$ cat config.mk
export PLATFORM = sky130hd
export DESIGN_NAME = pwm_output_stage
export DESIGN_NICKNAME = d
export VERILOG_FILES = /design/src/rtl/pwm_output_stage.sv
export SDC_FILE = /design/constraint.sdc
export NUM_CORES = 1
export LEC_CHECK = 0
export ABC_AREA = 1
export ABC_CLOCK_PERIOD_IN_PS = 1600
export BUFFER_PORTS_ARGS = -buffer_cell sky130_fd_sc_hd__buf_4
export CAP_MARGIN = 5
export CORE_MARGIN = 3
export CORE_UTILIZATION = 47
export CTS_CLUSTER_DIAMETER = 80
export DETAILED_ROUTE_END_ITERATION = 10
export PLACE_DENSITY = 0.75
export SLEW_MARGIN = 20
export SYNTH_ARGS = -nofsm -noshare
export SYNTH_HDL_FRONTEND = slang
export SYNTH_SLANG_ARGS = --single-unit
$ cat constraint.sdc
create_clock -name clk -period 1.6 [get_ports clk]
set_input_delay 0.32 -clock clk [delete_from_list [all_inputs] [get_ports clk]]
set_output_delay 0.32 -clock clk [all_outputs]
set_load 0.01 [all_outputs]
$ cat src/rtl/pwm_output_stage.sv
// 16-channel output stage: each pin forced low, static high, or driven by a shared 8-bit PWM.
// Duty and PWM-select are shadowed at the period boundary so pulses are never truncated.
module pwm_output_stage #(
  parameter int unsigned PRESCALE = 13
) (
  input  logic        clk,
  input  logic        rst_n,
  input  logic [7:0]  en_reg_out_7_0,
  input  logic [7:0]  en_reg_out_15_8,
  input  logic [7:0]  en_reg_pwm_7_0,
  input  logic [7:0]  en_reg_pwm_15_8,
  input  logic [7:0]  pwm_duty_cycle,
  output logic [15:0] out
);

  localparam int unsigned PreW = (PRESCALE > 1) ? $clog2(PRESCALE) : 1;
  localparam logic [PreW-1:0] PreMax = PreW'(PRESCALE - 1);

  logic [PreW-1:0] pre_q, pre_d;
  logic [7:0]      cnt_q, cnt_d;
  logic [7:0]      duty_sh_q, duty_sh_d;
  logic [15:0]     pwm_sh_q, pwm_sh_d;
  logic [15:0]     out_q, out_d;
  logic [15:0]     en_out, en_pwm;
  logic            tick, bnd, pwm_raw;

  assign en_out = {en_reg_out_15_8, en_reg_out_7_0};
  assign en_pwm = {en_reg_pwm_15_8, en_reg_pwm_7_0};

  always_comb begin
    tick      = (pre_q == PreMax);
    pre_d     = tick ? '0 : pre_q + 1'b1;
    cnt_d     = tick ? cnt_q + 8'd1 : cnt_q;
    bnd       = tick && (cnt_q == 8'hFF);
    duty_sh_d = bnd ? pwm_duty_cycle : duty_sh_q;
    pwm_sh_d  = bnd ? en_pwm : pwm_sh_q;
    // 0xFF means fully on, not 255/256.
    pwm_raw   = (duty_sh_q == 8'hFF) || (cnt_q < duty_sh_q);
    // en_out is deliberately not shadowed: disabling a pin acts on the next edge.
    out_d     = en_out & (~pwm_sh_q | {16{pwm_raw}});
  end

  always_ff @(posedge clk or negedge rst_n) begin
    if (!rst_n) begin
      pre_q     <= '0;
      cnt_q     <= '0;
      duty_sh_q <= '0;
      pwm_sh_q  <= '0;
      out_q     <= '0;
    end else begin
      pre_q     <= pre_d;
      cnt_q     <= cnt_d;
      duty_sh_q <= duty_sh_d;
      pwm_sh_q  <= pwm_sh_d;
      out_q     <= out_d;
    end
  end

  assign out = out_q;

endmodule

==> results of run 1 <==
## path summary, 6_finish.rpt
check	from	to	depth (start not counted)
max	pre_q[0]$_DFF_PN0_	duty_sh_q[5]$_DFFE_PN0P_	6
min	rst_n	out[8]$_DFF_PN0_	1
min reg2reg	pwm_sh_q[14]$_DFFE_PN0P_	pwm_sh_q[14]$_DFFE_PN0P_	2
min in group clk	en_reg_out_15_8[2]	out[10]$_DFF_PN0_	3
max in group asynchronous	rst_n	cnt_q[2]$_DFFE_PN0P_	1
max reg2reg	pre_q[0]$_DFF_PN0_	duty_sh_q[5]$_DFFE_PN0P_	6
## layer usage
metal  vias to the layer above  track usage [%]  part of all wire (%)
met1                       878             19.1                    41
met3                         7             4.14                   5.0
li1                        926                -                     -
met4                         0             4.89                   1.6
met2                        43             28.6                    53
met5                         -                0                     0
## worst reg2reg max path: stages (launching register included)
cell and delay (ns):
dfrtp_1 0.40, inv_2 0.07, ha_1 0.15, nand3_2 0.12
or3_4 0.55, nand2_1 0.12, o21ai_1 0.07
## cells in the mapped netlist
cell type | instances | area share [%]
a21oi_1 | 5 | 1.1
buf_2 | 2 | 0.43
buf_6 | 2 | 0.97
buf_8 | 1 | 0.64
clkbuf_1 | 2 | 0.32
dfrtp_1 | 52 | 56
ha_1 | 10 | 5.4
inv_1 | 60 | 9.7
nand2_1 | 61 | 9.8
nand3_1 | 19 | 4.1
nand3_2 | 1 | 0.43
nand4_1 | 2 | 0.54
nor2_1 | 4 | 0.64
nor3_1 | 3 | 0.64
nor3b_1 | 1 | 0.32
nor4_1 | 1 | 0.27
o21ai_0 | 5 | 1.1
o21ai_1 | 16 | 3.4
o21ai_2 | 4 | 1.5
or2_2 | 1 | 0.27
or3_4 | 1 | 0.48
xnor2_1 | 2 | 0.75
xor2_1 | 4 | 1.5
## metrics by stage
| stage | instance area, µm² | setup WS, ns | hold slack (ns) | cells | total power [W] |
|---|---|---|---|---|---|
| finish | 3110 | 0.0130 | 0.0237 | 397 | 0.00253 |
| global route | 3110 | -0.0862 | 0.0821 | 397 | 0.00263 |
| CTS | 2970 | 0.0109 | 0.0581 | 390 | 0.00255 |
| detailed placement | 2830 | -0.0452 | 0.389 | 382 | 0.00154 |
| global placement | 2830 | 0.0208 | 0.393 | 382 | 0.00154 |
| floorplan | 2330 | 0.00678 | 0.0244 | 259 | 0.00140 |
## report_power, final
part	switching [W]	internal (W)	leakage [nW]	total [W]
registers	0.00000537	0.00133	0.542	0.00134
clock network	0.000409	0.000615	0.0642	0.00102
logic	0.0000721	0.0000983	1.16	0.000170
total	0.000486	0.00205	1.77	0.00253
## final cells by class
| class | count | area (µm²) | area share (%) |
|---|---|---|---|
| well taps | 67 | 83.8 | 2.70 |
| clock buffers | 5 | 68.8 | 2.22 |
| repair buffers | 70 | 531 | 17.1 |
| inverters | 60 | 225 | 7.25 |
| flip-flops and latches | 52 | 1300 | 41.9 |
| multi-input cells | 141 | 835 | 26.9 |
| clock inverters | 2 | 60.1 | 1.93 |
## state kept, by name (all words and copies together) (netlist names)
| name | flops |
|---|---|
| pwm_sh_q | 16 |
| pre_q | 4 |
| out | 16 |
| cnt_q | 8 |
| duty_sh_q | 8 |
## cell families after synthesis
kind of cell / synth area share, %
and+or+nand+nor: 17.5
buffers and inverters: 12.0
DFF: 55.8
AOI/OAI and AO/OA: 7.08
adders and majority gates: 5.36
xor gates and xnor gates: 2.25
## repair_timing
item                                    4_1_cts  5_1_grt
gates cloned                                  1        1
pin swaps                                     1        2
setup buffers                                 0        6
endpoints found under the setup margin       24       44
gates resized for setup                       1       17
==> flow_metrics.env, run 1 <==
export IMPL_outcome="completed"
export IMPL_port_buffers=57
export IMPL_synthCells=259
export IMPL_cts_tree="yes"
export IMPL_grt_pass1_wl_um=7610
export IMPL_clkLatencyLatePin_ns=0.30
export IMPL_finalSetupViolCount=0
export IMPL_cts_buffers=5
export IMPL_grt_start_max_net_pins=53
export IMPL_cts_path_max_buffers=2
export IMPL_die_w_um=76.4
export IMPL_tns_ns=0
export IMPL_ys_seq_area_share_pct=55.8
export IMPL_critPathKind="reg2reg"
export IMPL_ys_seq_elements=52
export IMPL_gp_congestion=0.788
export IMPL_cts_htree_levels=2
export IMPL_grtUsageTotal_pct=16.1
export IMPL_layout_commonest_cell="buf_4"
export IMPL_core_area_um2=4750
export IMPL_tightest_slew_ns=0.612
export IMPL_cp_num_buf_inv=1
export IMPL_vias_per_cell=4.67
export IMPL_die_area_um2=5840
export IMPL_hold_buffers=0
export IMPL_cp_end_kind="flip-flop"
export IMPL_fill_cells=407
export IMPL_wl_um=4710
export IMPL_dr_pass1_iters=4
export IMPL_relSlewSlack_pct=59.2
export IMPL_fp_dieH_um=76.4
export IMPL_cts_sinks=52
export IMPL_r2r_slack_ns=0.01
export IMPL_grt_ovfl_total=0
export IMPL_finalCritPeriodShare_pct=99.2
export IMPL_avgSynthCellArea_um2=9.00
export IMPL_synth_area_um2=2330
export IMPL_boundaryPins=58
export IMPL_cp_cell_sequence="inv_2, ha_1, nand3_2, or3_4, nand2_1, o21ai_1"
export IMPL_fin_skew_ns=0.0100
export IMPL_cp_start_kind="flip-flop"
export IMPL_peakVddDrop_v=0.000473
export IMPL_p_per_area_nw_per_um2=816
export IMPL_place_hpwl_um=3100
export IMPL_first_iter_violations=115
export IMPL_slowest_stage="or3_4"
export IMPL_path_delay_family="simple AND/OR/NAND/NOR gates"
export IMPL_final_cell_mix="buf_4 (67), nand2_1 (60), inv_1 (56)"
export IMPL_ys_warn_count=0
export IMPL_cts_root_buf="clkbuf_8"
export IMPL_routedWlPerCell_um=11.9
export IMPL_arrival_ns=1.77
export IMPL_worstPathMaxFanout=24
export IMPL_drive_gt1_share_pct=30.6
export IMPL_hold_class="in2async"
export IMPL_grt_antenna_before_repair=0
export IMPL_syn_to_final_growth_pct=33.2
export IMPL_maxSlewViolCount=0
export IMPL_cp_required_ns=1.79
export IMPL_cap_violations=0
export IMPL_power_leakage_nw=1.77
export IMPL_nets=382
export IMPL_grt_setup_unrepaired="yes"
export IMPL_clkTransAtPathRegs_ns=0.09
export IMPL_period_needed_ns=1.59
export IMPL_initial_core_util_pct=49.1
export IMPL_ant_nets=0
export IMPL_drc=0
export IMPL_rows=25
export IMPL_finalHoldViolations=0
export IMPL_fmax_mhz=630
export IMPL_ys_types=23
export IMPL_synth_net_count=311
export IMPL_cpPeakStageDelay_ns=0.55
export IMPL_final_util_pct=65.3
export IMPL_grt_pass1_vias=1811
export IMPL_vias=1854
export IMPL_diodes=0
No activity file was read; power rests on OpenSTA's default activity.
==> run 2, diff against run 1 <==
- PLACE_DENSITY: 0.75 -> 0.85
==> flow_metrics.env, run 2 (synthesis gave the netlist of run 1 again) <==
export IMPL_p_sw_share_pct=22.2
export IMPL_path_delay_family="simple AND/OR/NAND/NOR gates"
export IMPL_drc=0
export IMPL_crit_top_cell="buf_4"
export IMPL_diodes=0
export IMPL_power_frac_comb_pct=7.7
export IMPL_cap_violations=0
export IMPL_peakVddDrop_v=0.000573
export IMPL_finalHoldViolations=0
export IMPL_fill_cells=413
export IMPL_hold_buffers=0
export IMPL_cts_path_max_buffers=2
export IMPL_core_area_um2=4750
export IMPL_stdcell_count=391
export IMPL_place_hpwl_um=3130
export IMPL_cts_htree_levels=2
export IMPL_p_per_area_nw_per_um2=752
export IMPL_relSlewSlack_pct=57.5
export IMPL_cp_num_buf_inv=2
export IMPL_routedWlPerCell_um=11.5
export IMPL_die_w_um=76.4
export IMPL_die_area_um2=5840
export IMPL_initial_core_util_pct=49.1
export IMPL_fp_dieH_um=76.4
export IMPL_layout_commonest_cell="buf_4"
export IMPL_clkLatencyLatePin_ns=0.31
export IMPL_pwr_share_seq_pct=59.7
export IMPL_period_needed_ns=1.57
export IMPL_arrival_ns=1.76
export IMPL_worstPathMaxFanout=24
export IMPL_outcome="completed"
export IMPL_nets=375
export IMPL_finalCritPeriodShare_pct=98.1
export IMPL_cts_sinks=52
export IMPL_hold_class="in2async"
export IMPL_finalSetupViolCount=0
export IMPL_fmax_mhz=637
export IMPL_grt_setup_unrepaired="yes"
export IMPL_placed_area_um2=2830
export IMPL_boundaryPins=58
export IMPL_cp_cell_sequence="buf_4, buf_4, nand4_1, or3_4, nand2_1, o21ai_0"
export IMPL_maxSlewViolCount=0
export IMPL_slowest_stage="or3_4"
export IMPL_fin_area_um2=2980
export IMPL_cp_required_ns=1.79
export IMPL_p_int_w=0.00174
export IMPL_gp_congestion=0.776
export IMPL_fin_skew_ns=0.0133
export IMPL_cts_root_buf="clkbuf_8"
export IMPL_port_buffers=57
export IMPL_rows=25
export IMPL_dr_pass1_iters=4
export IMPL_drive_gt1_share_pct=27.2
export IMPL_grtUsageTotal_pct=17.0
export IMPL_dpl_cell_count=380
export IMPL_power_leakage_nw=1.73
export IMPL_tightest_slew_ns=0.638
export IMPL_critPathKind="reg2reg"
export IMPL_power_switching_w=0.000498
export IMPL_syn_to_final_growth_pct=27.7
export IMPL_clkTransAtPathRegs_ns=0.09
export IMPL_cts_buffers=5
export IMPL_cts_tree="yes"
export IMPL_timing_final_ws_setup_ns=0.0302
export IMPL_cp_end_kind="flip-flop"
export IMPL_wl_um=4510
export IMPL_grt_pass1_wl_um=7970
export IMPL_grt_antenna_before_repair=0
export IMPL_final_cell_mix="buf_4 (62), inv_1 (58), nand2_1 (58)"
export IMPL_grt_ovfl_total=0
export IMPL_cpPeakStageDelay_ns=0.49
export IMPL_tns_ns=0
export IMPL_post_place_ws_ns=-0.0462
export IMPL_timing_hold_ws_ns=0.0206
export IMPL_power_share_clock_pct=32.6
export IMPL_grt_pass1_vias=1817
export IMPL_ant_nets=0
export IMPL_first_iter_violations=102
export IMPL_vias=1843
export IMPL_cp_start_kind="flip-flop"
export IMPL_grt_start_max_net_pins=53
export IMPL_vias_per_cell=4.71
run 2: area by class of cell:
cell class | instances | area, µm² | share of cell area (%)
repair buffers | 63 | 485 | 16.3
clock inverters | 2 | 16.3 | 0.546
inverters | 60 | 225 | 7.56
multi-input cells | 141 | 793 | 26.6
clock buffers | 6 | 72.6 | 2.44
flip-flops and latches | 52 | 1300 | 43.7
well taps | 67 | 83.8 | 2.81
run 2: worst reg2reg max path, stage by stage (launching register included):
cell     delay [ns]
dfrtp_1        0.39
buf_4          0.13
buf_4          0.12
nand4_1        0.15
or3_4          0.50
nand2_1        0.10
o21ai_0        0.08
run 2: what timing repair did:
action	in CTS	in global routing
gates resized for setup	1	10
endpoints found under the hold margin	0	0
endpoints found under the setup margin	30	44
buffers inserted	1	1
gates cloned	1	0
pin swaps	1	2
run 2: final timing paths:
| check | slack, ns | from | cells past startpoint | to |
|---|---|---|---|---|
| worst max register to register | 0.03 | cnt_q[5]$_DFFE_PN0P_ | 6 | pwm_sh_q[14]$_DFFE_PN0P_ |
| min in group clk | 0.19 | en_reg_out_15_8[6] | 3 | out[14]$_DFF_PN0_ |
| worst max-delay path | 0.03 | cnt_q[5]$_DFFE_PN0P_ | 6 | pwm_sh_q[14]$_DFFE_PN0P_ |
| worst min-delay path | 0.02 | rst_n | 1 | out[7]$_DFF_PN0_ |
| max in group asynchronous | 1.09 | rst_n | 1 | cnt_q[1]$_DFFE_PN0P_ |
| worst min register to register | 0.50 | duty_sh_q[1]$_DFFE_PN0P_ | 2 | duty_sh_q[1]$_DFFE_PN0P_ |
run 2: layer usage:
metal	global-route usage [%]	wire (µm)
met5	0	0
met4	6.52	83
met3	4.61	246
met2	28.0	2290
met1	21.3	1890
run 2: power by group through the flow:
stage | Sequential (W) | Clock, W | Combinational (W)
final | 0.00134 | 0.000730 | 0.000172
after global routing | 0.00134 | 0.000807 | 0.000194
after CTS | 0.00134 | 0.000754 | 0.000176
after detailed placement | 0.00137 | 0 | 0.000175
after global placement | 0.00136 | 0 | 0.000172
after floorplan | 0.00138 | 0 | 0.0000264
run 2: per-stage QoR:
step	utilization [%]	power, W
global route	62.7	0.00234
floorplan	-	0.00140
CTS	61.8	0.00227
detailed placement	59.6	0.00154
finish	62.7	0.00224
global placement	59.6	0.00154
==> run 3, diff against run 2 <==
- ABC_CLOCK_PERIOD_IN_PS: 1600 -> unset
- CTS_CLUSTER_SIZE: unset -> 14
- PLACE_DENSITY: 0.85 -> 0.81
==> flow_metrics.env, run 3 (synthesis gave the netlist of run 1 again) <==
export IMPL_outcome="finished with violations"
export IMPL_violations="hold timing, setup timing"
export IMPL_cts_tree="yes"
export IMPL_fp_dieH_um=76.4
export IMPL_grt_ovfl_total=0
export IMPL_power_frac_comb_pct=7.5
export IMPL_timing_hold_ws_ns=-0.000871
export IMPL_worstPathMaxFanout=8
export IMPL_wl_um=5960
export IMPL_dr_pass1_iters=4
export IMPL_period_needed_ns=1.71
export IMPL_gp_congestion=0.735
export IMPL_cp_required_ns=1.83
export IMPL_maxSlewViolCount=0
export IMPL_hold_buffers=0
export IMPL_fin_skew_ns=0.0179
export IMPL_fmax_mhz=584
export IMPL_clkLatencyLatePin_ns=0.32
export IMPL_finalHoldViolations=1
export IMPL_finalCritPeriodShare_pct=107
export IMPL_finalSetupViolCount=17
export IMPL_timing_final_ws_setup_ns=-0.111
export IMPL_p_sw_share_pct=24.1
export IMPL_r2r_slack_ns=-0.11
export IMPL_die_area_um2=5840
export IMPL_core_area_um2=4750
export IMPL_relSlewSlack_pct=57.5
export IMPL_nets=389
export IMPL_cts_buffers=5
export IMPL_diodes=0
export IMPL_tightest_slew_ns=0.637
export IMPL_tns_ns=-0.596
export IMPL_grt_setup_unrepaired="yes"
export IMPL_grtUsageTotal_pct=17.3
export IMPL_initial_core_util_pct=49.1
export IMPL_final_cell_mix="buf_4 (68), nand2_1 (58), inv_1 (56)"
export IMPL_pwr_share_seq_pct=57.9
export IMPL_r2r_start="cnt_q[6]$_DFFE_PN0P_"
export IMPL_total_power_w=0.00231
export IMPL_place_hpwl_um=3210
export IMPL_stdcell_count=405
export IMPL_grt_pass1_vias=1827
export IMPL_grt_start_max_net_pins=53
export IMPL_syn_to_final_growth_pct=38.6
export IMPL_grt_antenna_before_repair=0
export IMPL_boundaryPins=58
export IMPL_dpl_cell_count=381
export IMPL_drc=0
export IMPL_cp_end_kind="flip-flop"
export IMPL_p_per_area_nw_per_um2=715
export IMPL_die_w_um=76.4
export IMPL_cts_htree_levels=2
export IMPL_drive_gt1_share_pct=34.3
export IMPL_power_switching_w=0.000558
export IMPL_cts_sinks=52
export IMPL_peakVddDrop_v=0.000639
export IMPL_cp_start_kind="flip-flop"
export IMPL_vias=2007
export IMPL_routedWlPerCell_um=14.7
export IMPL_critPathKind="reg2reg"
export IMPL_clkTransAtPathRegs_ns=0.11
export IMPL_first_iter_violations=120
export IMPL_layout_commonest_cell="buf_4"
export IMPL_grt_pass1_wl_um=8090
export IMPL_regToRegEndpoint="out[11]$_DFF_PN0_"
export IMPL_hold_class="in2async"
export IMPL_cts_root_buf="clkbuf_8"
export IMPL_ff2ff_path_depth=9
export IMPL_cap_violations=0
export IMPL_rows=25
export IMPL_p_int_w=0.00175
export IMPL_power_share_clock_pct=34.5
export IMPL_cts_path_max_buffers=2
export IMPL_ant_nets=0
export IMPL_port_buffers=57
export IMPL_vias_per_cell=4.96
export IMPL_power_leakage_nw=1.77
export IMPL_arrival_ns=1.94
export IMPL_final_util_pct=68.0
run 3: cell types whose count changed in the layout (fill, tap and decap cells not counted), sizes merged:
cell	change
nand3	+1
inv	+1
or3	+6
buf	+6
run 3: cell type report:
class / count / area, µm²
fillers: 356 / 1520
flip-flops and latches: 52 / 1300
multi-input cells: 148 / 968
repair buffers: 70 / 556
inverters: 60 / 225
well taps: 67 / 83.8
clock buffers: 5 / 68.8
clock inverters: 3 / 27.5
run 3: worst max-delay path by stage:
stage	start	to	slack, ns	cells after the start
2_1_floorplan	pre_q[0]$_DFF_PN0_	pwm_sh_q[3]$_DFFE_PN0P_	0.007	8
3_3_place_gp	cnt_q[1]$_DFFE_PN0P_	duty_sh_q[3]$_DFFE_PN0P_	-0.01	5
3_5_place_dp	pre_q[0]$_DFF_PN0_	duty_sh_q[5]$_DFFE_PN0P_	-0.08	6
4_1_cts	pre_q[0]$_DFF_PN0_	pwm_sh_q[13]$_DFFE_PN0P_	0.01	5
5_1_grt	cnt_q[6]$_DFFE_PN0P_	out[11]$_DFF_PN0_	-0.20	9
6_report	cnt_q[6]$_DFFE_PN0P_	out[11]$_DFF_PN0_	-0.11	9
run 3: per-stage QoR:
stage / instance area [µm²] / hold slack (ns) / worst slack (ns)
6_report: 3230 / -0.000871 / -0.111
5_1_grt: 3230 / 0.0463 / -0.201
4_1_cts: 2970 / 0.0274 / 0.0117
3_5_place_dp: 2840 / 0.386 / -0.0789
3_3_place_gp: 2840 / 0.382 / -0.00952
2_1_floorplan: 2330 / 0.0244 / 0.00678
run 3: worst max-delay path, stage by stage (launching register included):
cell       delay, ns
dfrtp_1         0.46
ha_4            0.30
nand2_2         0.06
nor2_1          0.13
nand2_1         0.10
nand2_2         0.14
clkbuf_16       0.17
nand3_1         0.10
nand2_1         0.09
inv_1           0.04
run 3: routing by layer:
metal	vias to the layer above	GRT usage (%)	share of wire (%)
li1	964	-	-
met1	965	21.0	39
met2	69	29.8	53
met3	9	4.73	5.8
met4	0	5.98	1.6
met5	-	0	0
run 3: power by group through the flow:
stage	logic (W)	clock network [W]	registers [W]
3_5_place_dp	0.000175	0	0.00137
3_3_place_gp	0.000172	0	0.00136
5_1_grt	0.000195	0.000854	0.00134
2_1_floorplan	0.0000264	0	0.00138
6_report	0.000174	0.000798	0.00134
4_1_cts	0.000176	0.000806	0.00134
run 3: what timing repair did:
action,in CTS,in global routing
gates cloned,2,7
gates resized for setup,4,31
buffers inserted,0,7
endpoints found under the setup margin,24,44
pin swaps,1,12
